File: config.mk
export PLATFORM = sky130hd
export DESIGN_NAME = spi_master_ctrl
export DESIGN_NICKNAME = d
export VERILOG_FILES = /design/src/rtl/spi_pkg.sv /design/src/rtl/spi_baud_gen.sv /design/src/rtl/spi_master_ctrl.sv
export SDC_FILE = /design/constraint.sdc
export NUM_CORES = 1
export LEC_CHECK = 0
export CAP_MARGIN = 10
export CORE_ASPECT_RATIO = 0.75
export CORE_MARGIN = 5
export CORE_UTILIZATION = 45
export DETAILED_ROUTE_END_ITERATION = 10
export PLACE_DENSITY = 0.74
export SYNTH_ARGS = -nofsm -noshare
export SYNTH_HDL_FRONTEND = slang
export SYNTH_SLANG_ARGS = --single-unit
File: constraint.sdc
create_clock -name clk -period 4.8 [get_ports clk]
set_clock_uncertainty 0.2 [all_clocks]
set_input_delay 1.2 -clock clk [delete_from_list [all_inputs] [get_ports clk]]
set_output_delay 1.2 -clock clk [all_outputs]
set_load 0.005 [all_outputs]
File: src/rtl/spi_pkg.sv
// ============================================================================
// Module      : spi_pkg
// Description : Shared types and default sizes for the SPI master controller.
// Revision    : 1.0 - initial release
// ============================================================================
`default_nettype none

package spi_pkg;

    localparam int c_DEF_DATA_W = 8;
    localparam int c_DEF_DIV_W  = 8;

    typedef enum logic [1:0] {
        IDLE  = 2'd0,
        SETUP = 2'd1,
        XFER  = 2'd2,
        HOLD  = 2'd3
    } spi_state_t;

endpackage

`default_nettype wire

File: src/rtl/spi_baud_gen.sv
// ============================================================================
// Module      : spi_baud_gen
// Description : One-cycle strobe every (i_div+1) clocks while enabled; the
//               count restarts from zero whenever the enable is low.
// Revision    : 1.0 - initial release
// ============================================================================
`default_nettype none

module spi_baud_gen
    import spi_pkg::*;
#(
    parameter int DIV_W = c_DEF_DIV_W
) (
    input  logic             clk,
    input  logic             rst,
    input  logic             i_en,
    input  logic [DIV_W-1:0] i_div,
    output logic             o_tick
);

    logic [DIV_W-1:0] r_cnt;

    always_ff @(posedge clk or posedge rst) begin
        if (rst) begin
            r_cnt <= '0;
        end else if (!i_en || (r_cnt == i_div)) begin
            r_cnt <= '0;
        end else begin
            r_cnt <= r_cnt + 1'b1;
        end
    end

    assign o_tick = i_en && (r_cnt == i_div);

endmodule

`default_nettype wire

File: src/rtl/spi_master_ctrl.sv
// ============================================================================
// Module      : spi_master_ctrl
// Description : Single-word SPI master with SETUP/XFER/HOLD framing, CPOL/CPHA
//               and programmable baud. Define SPI_LSBFE_EN to add lsbfe.
// Revision    : 1.0 - initial release
// ============================================================================
`default_nettype none

module spi_master_ctrl
    import spi_pkg::*;
#(
    parameter int DATA_W = c_DEF_DATA_W,
    parameter int DIV_W  = c_DEF_DIV_W
) (
    input  logic              clk,
    input  logic              rst,
    input  logic              start,
    input  logic              abort,
    input  logic [DATA_W-1:0] tx_data,
    input  logic              cpol,
    input  logic              cpha,
`ifdef SPI_LSBFE_EN
    input  logic              lsbfe,
`endif
    input  logic [DIV_W-1:0]  baud_div,
    input  logic              Data_in,
    output logic              SCK_out,
    output logic              Data_out,
    output logic              SS_master,
    output logic              busy,
    output logic              done,
    output logic [DATA_W-1:0] rx_data
);

    localparam int c_CNT_W = $clog2(2*DATA_W + 1);
    localparam logic [c_CNT_W-1:0] c_LAST_EDGE = c_CNT_W'(2*DATA_W - 1);

    spi_state_t          r_state;
    logic                r_ss;
    logic                r_sck;
    logic                r_dout;
    logic                r_busy;
    logic                r_done;
    logic                r_cpol;
    logic                r_cpha;
    logic                r_lsb;
    logic [DIV_W-1:0]    r_div;
    logic [c_CNT_W-1:0]  r_edge;
    logic [DATA_W-1:0]   r_tx_sh;
    logic [DATA_W-1:0]   r_rx_sh;
    logic [DATA_W-1:0]   r_rx_data;
    logic                w_tick;
    logic                w_lsb_in;

`ifdef SPI_LSBFE_EN
    assign w_lsb_in = lsbfe;
`else
    assign w_lsb_in = 1'b0;
`endif

    function automatic logic first_bit(input logic [DATA_W-1:0] v, input logic lsb);
        return lsb ? v[0] : v[DATA_W-1];
    endfunction

    function automatic logic [DATA_W-1:0] shift_out(input logic [DATA_W-1:0] v, input logic lsb);
        return lsb ? (v >> 1) : (v << 1);
    endfunction

    function automatic logic [DATA_W-1:0] shift_in(input logic [DATA_W-1:0] v,
                                                   input logic b, input logic lsb);
        return lsb ? {b, v[DATA_W-1:1]} : {v[DATA_W-2:0], b};
    endfunction

    spi_baud_gen #(
        .DIV_W (DIV_W)
    ) u_baud (
        .clk    (clk),
        .rst    (rst),
        .i_en   (r_state != IDLE),
        .i_div  (r_div),
        .o_tick (w_tick)
    );

    always_ff @(posedge clk or posedge rst) begin
        if (rst) begin
            r_state   <= IDLE;
            r_ss      <= 1'b1;
            r_sck     <= 1'b0;
            r_dout    <= 1'b0;
            r_busy    <= 1'b0;
            r_done    <= 1'b0;
            r_cpol    <= 1'b0;
            r_cpha    <= 1'b0;
            r_lsb     <= 1'b0;
            r_div     <= '0;
            r_edge    <= '0;
            r_tx_sh   <= '0;
            r_rx_sh   <= '0;
            r_rx_data <= '0;
        end else begin
            r_done <= 1'b0;
            case (r_state)
                IDLE: begin
                    r_sck  <= cpol;
                    r_dout <= 1'b0;
                    if (start) begin
                        r_state <= SETUP;
                        r_ss    <= 1'b0;
                        r_busy  <= 1'b1;
                        r_cpol  <= cpol;
                        r_cpha  <= cpha;
                        r_lsb   <= w_lsb_in;
                        r_div   <= baud_div;
                        r_edge  <= '0;
                        r_dout  <= first_bit(tx_data, w_lsb_in);
                        // With cpha=0 the first bit is already on the line, so
                        // the first trailing edge must present the second bit.
                        r_tx_sh <= cpha ? tx_data : shift_out(tx_data, w_lsb_in);
                    end
                end
                SETUP: begin
                    if (w_tick) begin
                        r_state <= XFER;
                    end
                end
                XFER: begin
                    if (w_tick) begin
                        r_sck  <= ~r_sck;
                        r_edge <= r_edge + 1'b1;
                        // Even edge index is a leading edge.
                        if (r_edge[0] == r_cpha) begin
                            r_rx_sh <= shift_in(r_rx_sh, Data_in, r_lsb);
                        end else begin
                            r_dout  <= first_bit(r_tx_sh, r_lsb);
                            r_tx_sh <= shift_out(r_tx_sh, r_lsb);
                        end
                        if (r_edge == c_LAST_EDGE) begin
                            r_state <= HOLD;
                        end
                    end
                end
                HOLD: begin
                    if (w_tick) begin
                        r_state   <= IDLE;
                        r_ss      <= 1'b1;
                        r_busy    <= 1'b0;
                        r_done    <= 1'b1;
                        r_rx_data <= r_rx_sh;
                        r_sck     <= r_cpol;
                        r_dout    <= 1'b0;
                    end
                end
                default: begin
                    r_state <= IDLE;
                end
            endcase
            if (abort && (r_state != IDLE)) begin
                r_state <= IDLE;
                r_ss    <= 1'b1;
                r_busy  <= 1'b0;
                r_done  <= 1'b0;
                r_sck   <= cpol;
                r_dout  <= 1'b0;
            end
        end
    end

    assign SCK_out   = r_sck;
    assign Data_out  = r_dout;
    assign SS_master = r_ss;
    assign busy      = r_busy;
    assign done      = r_done;
    assign rx_data   = r_rx_data;

endmodule

`default_nettype wire

# --- Word level (Yosys, flattened, before mapping) ---
# Cells that the tools add are included.
# W data, S select, Z words.
word_totals:
  out_inout_bits: 13
  mem_bits_rw: 0
  inputBits: 23
  rom_bits: 0
  ff_bits: 54
  word_cells: 86
  latchBits: 0
  mem_count: 0
classes:
  n_mux: 36
  addsub: 2
  n_reduce_logical: 18
  shifts: 0
  eq_ne: 15
  bitwise: 1
  n_mul: 0
  div_mod_pow: 0
  n_lt_le_gt_ge: 0
ops:
  columns: ["cell", "n"]
  rows:
  - ["$mux W8", 5]
  - ["$mux W1", 16]
  - ["$pmux W8 S2", 1]
  - ["$mux W2", 6]
  - ["$reduce_and A3 Y1", 4]
  - ["$mux W5", 2]
  - ["$pmux W5 S2", 1]
  - ["$ne A3 B2 Y1 const B", 3]
  - ["$ne A3 B3 Y1 const B", 3]
  - ["$add A8 B1 Y8 const B", 1]
  - ["$eq A8 B8 Y1", 1]
  - ["$pmux W2 S4", 1]
  - ["$reduce_and A4 Y1", 2]
  - ["$pmux W1 S3", 2]
  - ["$add A5 B1 Y5 const B", 1]
  - ["$eq A5 B4 Y1 const B", 1]
  - ["$reduce_and A5 Y1", 1]
  - ["$eq A2 B2 Y1 const B", 2]
  - ["$ne A2 B2 Y1 const B", 2]
  - ["$pmux W1 S2", 2]
  - ["$reduce_and A2 Y1", 2]
  - ["$reduce_bool A2 Y1", 2]
  - ["$reduce_bool A4 Y1", 1]
  - ["$reduce_bool A3 Y1", 1]
  - ["other kinds (8)", 9]

# --- Longest topological paths before layout ---
depth:
  word_depth: 5
  ltp_mapped: 9
  depth_no_buf: 7

# --- Hierarchy ---
# A second synthesis with hierarchy kept.
unflattened:
  cells_unflattened: 252
  area_unflattened_um2: 2742.6
modules_own_cells:
  columns: ["module", "cells_each", "area_per_inst_um2", "n_inst", "seq_area_each_um2"]
  rows:
  - ["spi_master_ctrl", 205, 2252.2, 1, 1152.4]
  - ["spi_baud_gen", 47, 490.5, 1, 200.2]

# --- Worst setup path after synthesis ---
# OpenSTA, ideal clock, no wires.
synth_timing:
  path_type: "input to register"
  startpoint: "in cpha"
  endpoint: "reg r_tx_sh[2]"
  t_arrival_ns: 2.018
  n_path_buf: 1
  path_slack_ns: 2.445
  path_stages: 4
  setup_ns: 0.137
  required_time_ns: 4.463
  path_cell_list: "clkbuf_1 -> mux2_2 -> o32ai_1 -> a21oi_1"
synth_via:
  elab_chain_cells: 3
synth_lines:
  columns: ["element", "line_no", "rtl"]
  rows:
  - ["from (decl)", "spi_master_ctrl.sv:21", "input logic cpha,"]
  - ["$mux W8", "spi_master_ctrl.sv:118", "r_tx_sh <= cpha ? tx_data : shift_out(tx_data, w_lsb_in);"]
  - ["$mux W8", "spi_master_ctrl.sv:106", "if (start) begin"]
  - ["$pmux W8 S2", "spi_master_ctrl.sv:102", "case (r_state)"]
  - ["to (signal assigned)", "spi_master_ctrl.sv:118", null]
  - ["to (signal assigned)", "spi_master_ctrl.sv:135", "r_tx_sh <= shift_out(r_tx_sh, r_lsb);"]
  - ["to (decl)", "spi_master_ctrl.sv:49", "logic [DATA_W-1:0] r_tx_sh;"]
# No other way between the ends. The select of a mux whose other input is x is not followed.
# A chain may end at the register's enable or synchronous reset.

# --- Worst setup path in the final report ---
layout_timing:
  startpoint: "reg r_state[0]"
  endpoint: "reg r_tx_sh[4]"
layout_via:
  elab_chain_cells: 4
  word_cells_on_any_way: 10
  cone_classes: "4 x eq/ne; 1 x mux; 5 x reduce/logical"
layout_lines:
  columns: ["element", "line_no", "rtl"]
  rows:
  - ["from (decl)", "spi_master_ctrl.sv:38", "spi_state_t r_state;"]
  - ["from (signal assigned)", "spi_master_ctrl.sv:86", "r_state <= IDLE;"]
  - ["from (signal assigned)", "spi_master_ctrl.sv:107", "r_state <= SETUP;"]
  - ["from (signal assigned)", "spi_master_ctrl.sv:123", "r_state <= XFER;"]
  - ["$reduce_bool A2 Y1", "spi_master_ctrl.sv:79", ".i_en (r_state != IDLE),"]
  - ["$logic_and A1 B1 Y1", "spi_baud_gen.sv:33", "assign o_tick = i_en && (r_cnt == i_div);"]
  - ["$ne A2 B1 Y1 (no line)", null, null]
  - ["$reduce_and A4 Y1 (no line)", null, null]
# Several ways; a longest one is shown, not always the timed one.

==> out/results.tsv <==
metric	value	unit
status	complete, no violations	
cp_max_fo	19	
netlist_instances	258	
die_w	99.8	µm
clock-sinks	54	
p_per_area	481	nW/µm²
post-route-min-period	2930	ps
fp-row-count	24	
grt_start_max_net_pins	55	
synth_seq_cells	54	
n_antenna_cell	0	
fin_nets	319	
final_antenna_net_count	0	
seqPwrFrac	0.428	
cts_resized	0	
synth-main-ff-cell	dfrtp_1	
async_reset_ff_frac	1.00	
reg2regPathDepth	7	
max_freq	0.341	GHz
avgViaCountPerCell	5.32	
clkLatencyLatePin	320	ps
setup.worst_path.end_class	flip-flop	
hold_path.class	reg -> reg	
finalHoldViolCount	0	
worstHoldEndpoint	r_cpol	
vias	1956	
cts-root-buf	clkbuf_8	
cap_violations	0	
crit_type	reg -> reg	
p_clk_frac	0.231	
arrival	2900	ps
layout-drive-gt1-share	0.134	
ios	36	
place_congestion	0.835	
synth-warning-count	0	
tightest_slew	650	ps
grt_pass1_vias	1852	
start_util	0.465	
p_sw_frac	0.351	
critPathLaunchType	flip-flop	
fillers	527	
syn_to_final_growth	20.6	%
worstHoldPathCells	2	
cts_buffer_depth	2	
comb_power_share	0.341	
first_pass_iters	4	
synthesis.area	2720	µm²
grt_pass1_wl	9.42	mm
antenna_found_initial	0	
r2r_setup_slack	1870	ps
avgRoutedWirePerCell	14.8	µm
reg2reg_from	r_state[0]	
holdCritStartpoint	r_cpol	
htreeDepth	2	
p_int	1020	µW
overflow	0	
worstPathRequired	4770	ps
ys_types	45	
die-area	7720	µm²
rr_endpoint	r_tx_sh[4]	
cts_tree	yes	
grt_setup_unrepaired	false	
drc	0	
numCtsBuffers	5	
ys_seq_area_frac	0.497	
synth-edff-count	0	
p_total	1580	µW
irDropWorstVdd	193	µV
setup_viol	0	
final_max_slew_viol_count	0	
tns	0	ps
io_buffers	35	
cts_setup_buffers	0	
core_area	5860	µm²
timing.final.crit_share	0.610	
dp_hpwl	3.82	mm
relSlewSlack	0.567	
drtIter0Drc	98	
die_y	77.3	µm
p_sw	554	µW
hold_buffers	0	
totalWireLength	5.45	mm
track_usage	0.152	
p_leak	0.00154	µW
synth.avg_cell_area	10.5	µm²
syn_nets	288	
path_clk_slew	110	ps
cells in the mapped netlist (2+ instances only):
library cell	n	area share
dfrtp_1	53	0.49
mux2i_1	7	0.026
or2_2	2	0.0046
a211oi_1	2	0.0055
nand3_1	8	0.015
a21oi_1	10	0.018
ha_1	7	0.032
nand2_1	42	0.058
nor2_1	17	0.023
nand4_1	3	0.0069
xor2_1	14	0.045
mux2_4	8	0.044
o211ai_1	2	0.0055
clkbuf_1	11	0.015
nor2b_1	2	0.0046
o311ai_0	2	0.0064
inv_1	7	0.0097
nor3_1	4	0.0074
o22ai_1	3	0.0069
nand2b_1	3	0.0069
mux2_2	14	0.058
and3_1	4	0.0092
o32ai_1	6	0.019
xnor2_1	2	0.0064
o21ai_0	5	0.0092
logic make-up (layout without fill, tap and decap cells):
logic type	after synthesis	in the layout	share of synthesized area
AOI/OAI and AO/OA	38	38	0.0961
DFF	54	54	0.497
muxes	29	29	0.128
xor gates and xnor gates	16	16	0.0515
buffers and inverters	20	52	0.0290
and+or+nand+nor	94	94	0.166
adders and majority gates	7	7	0.0322
worst max path at each step:
stage | depth (start not counted) | endpoint | startpoint | slack (ps)
3_5_place_dp | 6 | r_tx_sh[1] | start | 1760
2_1_floorplan | 1 | Data_out | rst | 2090
6_report | 7 | r_tx_sh[4] | r_state[0] | 1870
5_1_grt | 7 | r_tx_sh[6] | r_state[0] | 1620
3_3_place_gp | 6 | r_tx_sh[1] | start | 1750
4_1_cts | 7 | r_tx_sh[4] | r_state[0] | 1890
sequential cells by signal, summed over array words and instances, names as in the netlist:
| register | flops |
|---|---|
| u_baud.r_cnt | 8 |
| Data_out | 1 |
| SCK_out | 1 |
| SS_master | 1 |
| r_edge | 5 |
| r_tx_sh | 8 |
| r_state | 2 |
| rx_data | 8 |
| done | 1 |
| r_cpha | 1 |
| busy | 1 |
| r_cpol | 1 |
| r_div | 8 |
| r_rx_sh | 8 |
critical path, stage by stage (launching register included):
cell,delay (ps)
dfrtp_1,420
inv_1,110
ha_1,580
inv_1,370
nor2_1,280
nand4_1,430
mux2i_1,300
a21oi_1,90
metrics by stage:
step / cells / worst slack [ps] / cell area (µm²) / utilization / hold WS (ps)
finish: 368 / 1870 / 3280 / 0.560 / 291
global route: 368 / 1620 / 3280 / 0.560 / 335
CTS: 367 / 1890 / 3260 / 0.557 / 292
detailed placement: 359 / 1760 / 3120 / 0.533 / 267
global placement: 359 / 1750 / 3120 / 0.533 / 260
floorplan: 258 / 2090 / 2720 / - / 244
placed cells by master (no fill, tap or decap), types with 2 or more instances in the layout:
master,synthesis,routed
nand3_1,8,8
o311ai_0,2,2
a211oi_1,2,2
nor2b_1,2,2
nor3_1,4,4
nand4_1,3,3
nor2_1,17,17
o32ai_1,6,6
nand2b_1,3,3
mux2i_1,7,7
a21oi_1,10,10
mux2_4,8,8
and3_1,4,4
ha_1,7,7
clkdlybuf4s50_1,0,35
xnor2_1,2,2
inv_1,7,6
dfrtp_1,53,53
mux2_2,14,14
xor2_1,14,14
o211ai_1,2,2
o21ai_0,5,5
clkbuf_8,0,5
bufinv_16,0,2
or2_2,2,2
nand2_1,42,42
o22ai_1,3,3
routing by layer:
| metal | track usage | vias up | wire length (µm) |
|---|---|---|---|
| met4 | 0.0396 | 0 | 53 |
| met5 | 0 | - | 0 |
| met3 | 0.0457 | 5 | 242 |
| met2 | 0.210 | 46 | 2450 |
| met1 | 0.232 | 939 | 2700 |
| li1 | - | 966 | - |
power by group through the flow:
stage                     clock [µW]  sequential, µW  combinational, µW
after floorplan                    0             659                395
after global placement             0             675                517
after detailed placement           0             684                532
after CTS                        371             674                536
after global routing             391             694                608
final                            364             676                538
layout make-up:
class                   instances  area, µm²  share of cell area
clock buffers                   5       68.8              0.0210
multi-input cells             184       1290               0.393
clock inverters                 3       68.8              0.0210
repair buffers                 37        378               0.115
flip-flops and latches         54       1350               0.412
inverters                       7       26.3             0.00801
well taps                      78       97.6              0.0297
Note: power is estimated with default switching activity, not from simulation.
